[src/rtl/ser_pkg.sv]
// Shared types and helpers for the bit serializer (parity build selected by SER_PARITY_EN).
package ser_pkg;

  typedef enum logic [1:0] {
    IDLE  = 2'd0,
    SHIFT = 2'd1,
    PAR   = 2'd2
  } ser_state_t;

  localparam int SER_WIDTH_DEF = 8;

  // Callers zero-extend their word, which leaves the XOR unchanged; words up to 64 bits.
  function automatic logic even_par(input logic [63:0] w);
    return ^w;
  endfunction

endpackage

[src/rtl/ser_hold_buf.sv]
// One-entry holding buffer in front of the shifter; owns the registered din_ready.
module ser_hold_buf
  import ser_pkg::*;
#(
  parameter int WIDTH = SER_WIDTH_DEF
) (
  input  logic             clk,
  input  logic             rst,
  input  logic [WIDTH-1:0] din,
  input  logic             load,
  input  logic             unload,
  output logic [WIDTH-1:0] hold,
  output logic             hold_full,
  output logic             din_ready
);

  logic full_nx;

  // A load on the same edge as an unload refills the slot, so load wins.
  assign full_nx = load | (hold_full & ~unload);

  always_ff @(posedge clk) begin
    if (rst) begin
      hold_full <= 1'b0;
      din_ready <= 1'b0;
    end else begin
      hold_full <= full_nx;
      din_ready <= ~full_nx;
    end
  end

  always_ff @(posedge clk) begin
    if (load) hold <= din;
  end

endmodule

[src/rtl/bit_serializer.sv]
// MSB-first parallel-to-serial stage with one-word holding buffer.
// Define SER_PARITY_EN to append an even-parity bit after each word's LSB.
module bit_serializer
  import ser_pkg::*;
#(
  parameter int WIDTH = SER_WIDTH_DEF
) (
  input  logic             clk,
  input  logic             rst,
  input  logic [WIDTH-1:0] din,
  input  logic             din_valid,
  output logic             din_ready,
  output logic             sout,
  output logic             sout_valid,
  output logic             busy
);

  localparam int CNT_W = $clog2(WIDTH);

  ser_state_t       state, state_nx;
  logic [WIDTH-1:0] sh, sh_nx;
  logic [CNT_W-1:0] cnt, cnt_nx;
  logic [WIDTH-1:0] hold;
  logic             hold_full;
  logic             hold_load, hold_unload;
  logic             xfer, last_bit, frame_end;
  logic             load_sh;
  logic [WIDTH-1:0] load_word;
`ifdef SER_PARITY_EN
  logic             par, par_nx;
`endif

  ser_hold_buf #(.WIDTH(WIDTH)) u_hold (
    .clk       (clk),
    .rst       (rst),
    .din       (din),
    .load      (hold_load),
    .unload    (hold_unload),
    .hold      (hold),
    .hold_full (hold_full),
    .din_ready (din_ready)
  );

  assign xfer     = din_valid & din_ready;
  assign last_bit = (state == SHIFT) && (cnt == CNT_W'(WIDTH - 1));
`ifdef SER_PARITY_EN
  assign frame_end = (state == PAR);
`else
  assign frame_end = last_bit;
`endif

  always_comb begin
    state_nx    = state;
    sh_nx       = sh;
    cnt_nx      = cnt;
    hold_load   = 1'b0;
    hold_unload = 1'b0;
    load_sh     = 1'b0;
    load_word   = din;
`ifdef SER_PARITY_EN
    par_nx      = par;
`endif
    case (state)
      IDLE: if (xfer) load_sh = 1'b1;
      SHIFT:
        if (!last_bit) begin
          sh_nx     = sh << 1;
          cnt_nx    = cnt + CNT_W'(1);
          hold_load = xfer;
        end
`ifdef SER_PARITY_EN
        else begin
          state_nx  = PAR;
          hold_load = xfer;
        end
`endif
      default: ;
    endcase
    // Next word at end of frame: held word first, then a same-edge transfer, else go idle.
    if (frame_end) begin
      if (hold_full) begin
        load_sh     = 1'b1;
        load_word   = hold;
        hold_unload = 1'b1;
        hold_load   = xfer;
      end else if (xfer) begin
        load_sh = 1'b1;
      end else begin
        state_nx = IDLE;
        sh_nx    = '0;
        cnt_nx   = '0;
      end
    end
    if (load_sh) begin
      state_nx = SHIFT;
      sh_nx    = load_word;
      cnt_nx   = '0;
`ifdef SER_PARITY_EN
      par_nx   = even_par(64'(load_word));
`endif
    end
  end

  always_ff @(posedge clk) begin
    if (rst) begin
      state <= IDLE;
      sh    <= '0;
      cnt   <= '0;
`ifdef SER_PARITY_EN
      par   <= 1'b0;
`endif
    end else begin
      state <= state_nx;
      sh    <= sh_nx;
      cnt   <= cnt_nx;
`ifdef SER_PARITY_EN
      par   <= par_nx;
`endif
    end
  end

  always_comb begin
    sout       = 1'b0;
    sout_valid = 1'b0;
    case (state)
      SHIFT: begin
        sout       = sh[WIDTH-1];
        sout_valid = 1'b1;
      end
`ifdef SER_PARITY_EN
      PAR: begin
        sout       = par;
        sout_valid = 1'b1;
      end
`endif
      default: ;
    endcase
  end

  assign busy = (state != IDLE) || hold_full;

endmodule
[config.mk]
export PLATFORM = sky130hd
export DESIGN_NAME = bit_serializer
export DESIGN_NICKNAME = d
export VERILOG_FILES = /design/src/rtl/ser_pkg.sv /design/src/rtl/ser_hold_buf.sv /design/src/rtl/bit_serializer.sv
export SDC_FILE = /design/constraint.sdc
export NUM_CORES = 1
export LEC_CHECK = 0
export CAP_MARGIN = 0
export CORE_ASPECT_RATIO = 0.75
export CORE_MARGIN = 3
export CORE_UTILIZATION = 35
export CTS_CLUSTER_DIAMETER = 80
export DETAILED_ROUTE_END_ITERATION = 6
export PLACE_DENSITY = 0.63
export SYNTH_ARGS = -nofsm -noshare
export SYNTH_HDL_FRONTEND = slang
export SYNTH_HIERARCHICAL = 1
export SYNTH_SLANG_ARGS = --single-unit
export TNS_END_PERCENT = 1
[constraint.sdc]
create_clock -name clk -period 2 [get_ports clk]
set_clock_uncertainty 0.2 [all_clocks]
set_input_delay 0.4 -clock clk [delete_from_list [all_inputs] [get_ports clk]]
set_output_delay 0.4 -clock clk [all_outputs]
set_load 0.03 [all_outputs]
**Yosys cells after proc, flatten, opt, wreduce, memory -nomap -nowiden**

Index checks and enable logic that the tools add are counted.

- Bits in registers: 22
- Latch bits: 0
- Bits in writable memories: 0
- ROM bits: 0
- Input bits: 11
- Word-level logic and storage cells: 51
- Memories kept: 0

- Add/subtract/negate cells: 1
- $mul: 0
- Divide/modulo/power cells: 0
- Order comparisons: 0
- Equality and inequality tests: 3
- Shift-type cells: 0
- Multiplexer cells: 30
- Bitwise gates (word level): 5
- Reductions and logical operators: 6

Operators by type and width:

| kind | number |
|---|---|
| $mux W8 | 8 |
| $mux W1 | 17 |
| $mux W3 | 5 |
| $add A3 B1 Y3 const B | 1 |
| $eq A3 B3 Y1 const B | 1 |
| $reduce_and A3 Y1 | 1 |
| $and A1 B1 Y1 | 2 |
| $logic_not A2 Y1 | 1 |
| $ne A2 B1 Y1 const B | 1 |
| $ne A2 B2 Y1 const B | 1 |
| $not A1 Y1 | 2 |
| $reduce_bool A2 Y1 | 1 |
| $reduce_or A2 Y1 | 1 |
| $logic_and A1 B1 Y1 | 1 |
| $logic_or A1 B1 Y1 | 1 |
| $or A1 B1 Y1 | 1 |

**Logic depth before layout (Yosys ltp)**

- Word-level depth: 8
- Gate-level depth with buffers: 7
- Gate-level depth less buffers: 7

**Modules after synthesis**

Netlist, hierarchy kept.

Modules (own cells, without submodules):

| module | instances | cells an instance | area an instance (µm²) | sequential area each (µm²) |
|---|---|---|---|---|
| bit_serializer | 1 | 68 | 643.1 | 240.2 |
| ser_hold_buf | 1 | 14 | 315.3 | 280.3 |

**Worst setup path after synthesis**

Ideal clock, no wire load.

- Path type: reg2reg
- From: reg state[0]
- To: reg u_hold.hold[0] (enable)
- Library setup time: 0.376 ns
- Arrival: 1.488 ns
- Path slack: -0.065 ns
- Cell stages (with the launch flop): 5
- Clock period less this slack: 2.065 ns
- Cell sequence: dfxtp_1 -> buf_4 -> buf_2 -> o21ai_0 -> nor2_1

- Cells in the longest elaborated chain, start to end: 5

RTL lines:

| item | line | source |
|---|---|---|
| start: declaration | bit_serializer.sv:20 | `ser_state_t state, state_nx;` |
| start signal: assignment | bit_serializer.sv:113 | `state <= state_nx;` |
| $logic_and A1 B1 Y1 | bit_serializer.sv:45 | `assign last_bit = (state == SHIFT) && (cnt == CNT_W'(WIDTH - 1));` |
| $mux W1 | bit_serializer.sv:66 | `if (!last_bit) begin` |
| $mux W1 | bit_serializer.sv:63 | `case (state)` |
| $mux W1 | bit_serializer.sv:81 | `if (hold_full) begin` |
| $mux W1 * | bit_serializer.sv:80 | `if (frame_end) begin` |
| net hold_load | bit_serializer.sv:25 | `logic hold_load, hold_unload;` |
| end signal: assignment | ser_hold_buf.sv:33 | `if (load) hold <= din;` |
| end: declaration | ser_hold_buf.sv:12 | `output logic [WIDTH-1:0] hold,` |

The timed path passes the listed nets; every way through them passes the cells marked *.
A chain may end at the register's enable or synchronous reset.

**Final worst setup path**

- From: reg state[0]
- To: out busy

- Cells in the longest elaborated chain, start to end: 1

RTL lines:

| item | line | source |
|---|---|---|
| $logic_or A1 B1 Y1 | bit_serializer.sv:140 | `assign busy = (state != IDLE) \|\| hold_full;` |
| end: declaration | bit_serializer.sv:15 | `output logic busy` |

No other way between the ends.

==> results.tsv <==
metric	value	unit
CP Buf/Inv Count	1	
Internal Dissipation	739.5	uW
# rows	15	
worst hold path type	register to register	
synth warn	6	
Post-Place Cells	132	
Post-synth EDFFs	8	
Reg2Reg Setup Slack	250	ps
Slowest-stage cell, CP	dfxtp_1	
RSZ-0062 raised after global routing	no	
Slew @ Worst Pin	331.5	ps
hold path depth	2	
Final Slew Violations	0	
Syn Inst Count	82	
Post-synth top flop	dfxtp_1	
CTS max path bufs	2	
hold_buf cts	0	
first-pass GRT wire length	2863	microns
Reg2Reg Capture Point	u_hold/hold[7]	
final core utilization	49.79	%
compound-gate portion of the synthesized area	16.06	%
ant diodes	0	
share of flip-flops with an asynchronous set or reset	0	%
#FFs+latches synth	22	
DIE AREA	3409	sq um
layout cells sized above 1	18.63	%
routed len/inst	12.95	microns
Reg area	520.5	sq um
Initial DRC Count	17	
critical setup path kind	register to output port	
Reg power frac	52.6	%
Die W	66.43	microns
root cell of the clock tree	clkbuf_4	
clock power share	36.0	%
Design Power	939.6	uW
Worst Setup Start Kind	register	
antenna violations before repair	0	
Final ANT Viol Nets	0	
Layout fillers	228	
Syn Nets	95	
WL final	1761	microns
placer congestion estimate	0.6961	
Vias per Instance	5.044	
hold_ws	305.0	ps
Max Cap Violations	0	
largest net degree at the start of global routing	15	
PD cells	773.4	nW/um^2
post-synth top area cell	dfxtp_1	
Psw	200.0	uW
initial core utilization	39.28	%
WP data required	1400	ps
total negative setup slack	0	ps
Multi-input gate area	407.9	sq um
synth top area cells	dfxtp_1 (29%), edfxtp_1 (25%), mux2i_1 (9.4%)	
design area	1215	sq um
switching share of power	21.29	%
die height	51.32	microns
Slew headroom	77.90	%
GRT Resource Usage Total	10.95	%
Buffers on Ports	14	
WP depth	2	
crit path DAT	1200	ps
DRT Pass-1 Iters	4	
Sink Count	22	
Setup WS pre-CTS	176.7	ps
Core Footprint	2440	sq um
post-route worst setup slack	202.0	ps
most common cell in the synthesized netlist	dfxtp_1	
R2R depth	6	
mux share of post-synthesis cell area	9.399	%
Max Fclk	556.2	MHz
post-synth top area share	29.24	%
# DRC	0	
adder-cell share of the synthesized area	2.611	%
Hold Violations, Final	0	
Synth Cell Area	958.4	sq um
placed inst area	1160	sq um
# IOs	15	
main combinational cell family by area after synthesis	compound AO/OA/AOI/OAI gates	
crit-path cells	or2_2 > buf_4	
fin cells	136	
Num CTS Buffers	3	
# H-tree levels	1	
Final setup violation count	0	
Post-synth top cells	dfxtp_1 (14), mux2i_1 (9), edfxtp_1 (8), a32oi_1 (7), o22ai_1 (7)	
worst ir drop on vdd	0.5894	mV
Tmin final	1798	ps
clock transition at the registers of the reported paths	120	ps
Combinational Power Share	11.4	%
postcts setup bufs	0	
Worst setup EP type	output port	
crit-path leading delay family	flip-flops	
status	finished clean	
worst hold endpoint	sh[0]	
P&R area growth vs syn	26.76	%
GRT Residual Overflow	0	
final net count	116	
Synth Area in XOR/XNOR	0	%
vias in the first global route	609	
area share of and/or/nand/nor cells after synthesis	14.23	%
Largest stage delay, worst path	400	ps
sequential area share after synthesis	54.31	%
worst reg2reg path startpoint	cnt[0]	
CTS tree	yes	
post-synthesis average cell area	11.69	sq um
overall via count from detail_route	686	
final period utilization	89.90	%
Netlist cell types	25	
P_leak	0.5219	nW
Clk Latency, worst-skew pair	310	ps
Hold Path Origin	sh[0]	
crit-path max FO	9	
## cell families (layout without fill, tap and decap cells)
| logic type | after synthesis | after routing |
|---|---|---|
| adder cells (fa/ha/maj) | 2 | 2 |
| AND/OR/NAND/NOR | 20 | 20 |
| flip-flops | 22 | 22 |
| multiplexers | 9 | 9 |
| AO/OA/AOI/OAI | 22 | 22 |
| buffers and inverters | 7 | 27 |
## tightest hold or removal path: stages (launching register included)
cell and delay (ps):
dfxtp_1 330, nand3b_1 80, o21ai_1 60
## cell type report
cell class / count / share of cell area [%]
timing repair buffer: 20 / 14.83
clock inverter: 1 / 2.472
tap: 34 / 3.502
clock buffer: 3 / 1.854
inverter: 3 / 0.9269
multi-input combinational: 53 / 33.57
sequential: 22 / 42.84
## routing by layer
metal / vias to the layer above / global-route usage, % / part of all wire [%]
li1: 353 / - / -
met1: 319 / 16.19 / 49
met2: 12 / 15.65 / 45
met3: 2 / 3.956 / 5.1
met4: 0 / 1.014 / 0.68
met5: - / 0 / 0
## state kept, by name, summed over array words and instances (netlist names)
signal            flops
state                 1
u_hold/hold_full      1
cnt                   3
sh                    8
u_hold/din_ready      1
u_hold/hold           8
## power by group through the flow
| stage | clock network, mW | registers (mW) | logic [mW] |
|---|---|---|---|
| global placement | 0 | 0.503 | 0.106 |
| detailed placement | 0 | 0.504 | 0.109 |
| CTS | 0.345 | 0.494 | 0.109 |
| global route | 0.363 | 0.496 | 0.118 |
| floorplan | 0 | 0.506 | 0.0583 |
| finish | 0.338 | 0.494 | 0.107 |
## cell usage in the layout, fill, tap and decap left out
master / synthesis / final
dfxtp_1: 14 / 14
clkdlybuf4s50_1: 0 / 10
mux2i_1: 9 / 9
buf_4: 1 / 9
edfxtp_1: 8 / 8
a32oi_1: 7 / 7
o22ai_1: 7 / 7
and2b_1: 6 / 6
inv_1: 3 / 3
a21oi_1: 3 / 3
nor2_1: 4 / 3
clkbuf_4: 0 / 3
nand2_2: 2 / 2
nor2b_1: 2 / 2
a22oi_1: 2 / 2
ha_1: 2 / 2
and2_1: 1 / 1
or2_2: 1 / 1
nand3_1: 1 / 1
o21ai_0: 1 / 1
nor2_2: 0 / 1
a211o_1: 1 / 1
nand3b_1: 1 / 1
o21ai_1: 1 / 1
bufinv_16: 0 / 1
dlymetal6s2s_1: 0 / 1
nand2b_4: 1 / 1
nor3b_2: 1 / 1
## how the worst max path moves through the flow
stage / start / end / slack (ps)
after CTS: u_hold/din_ready / din_ready / 3
final: state[0] / busy / 200
after floorplan: state[0] / u_hold/hold[0] / 90
after global placement: din_valid / sh[0] / 200
after global routing: cnt[0] / sh[6] / 110
after detailed placement: din_valid / sh[6] / 180
## what timing repair did
item | in CTS | in global routing
setup endpoints to repair | 0 | 1
gates resized for setup | 0 | 1
endpoints found under the hold margin | 0 | 0
No activity file was read; power rests on OpenSTA's default activity.
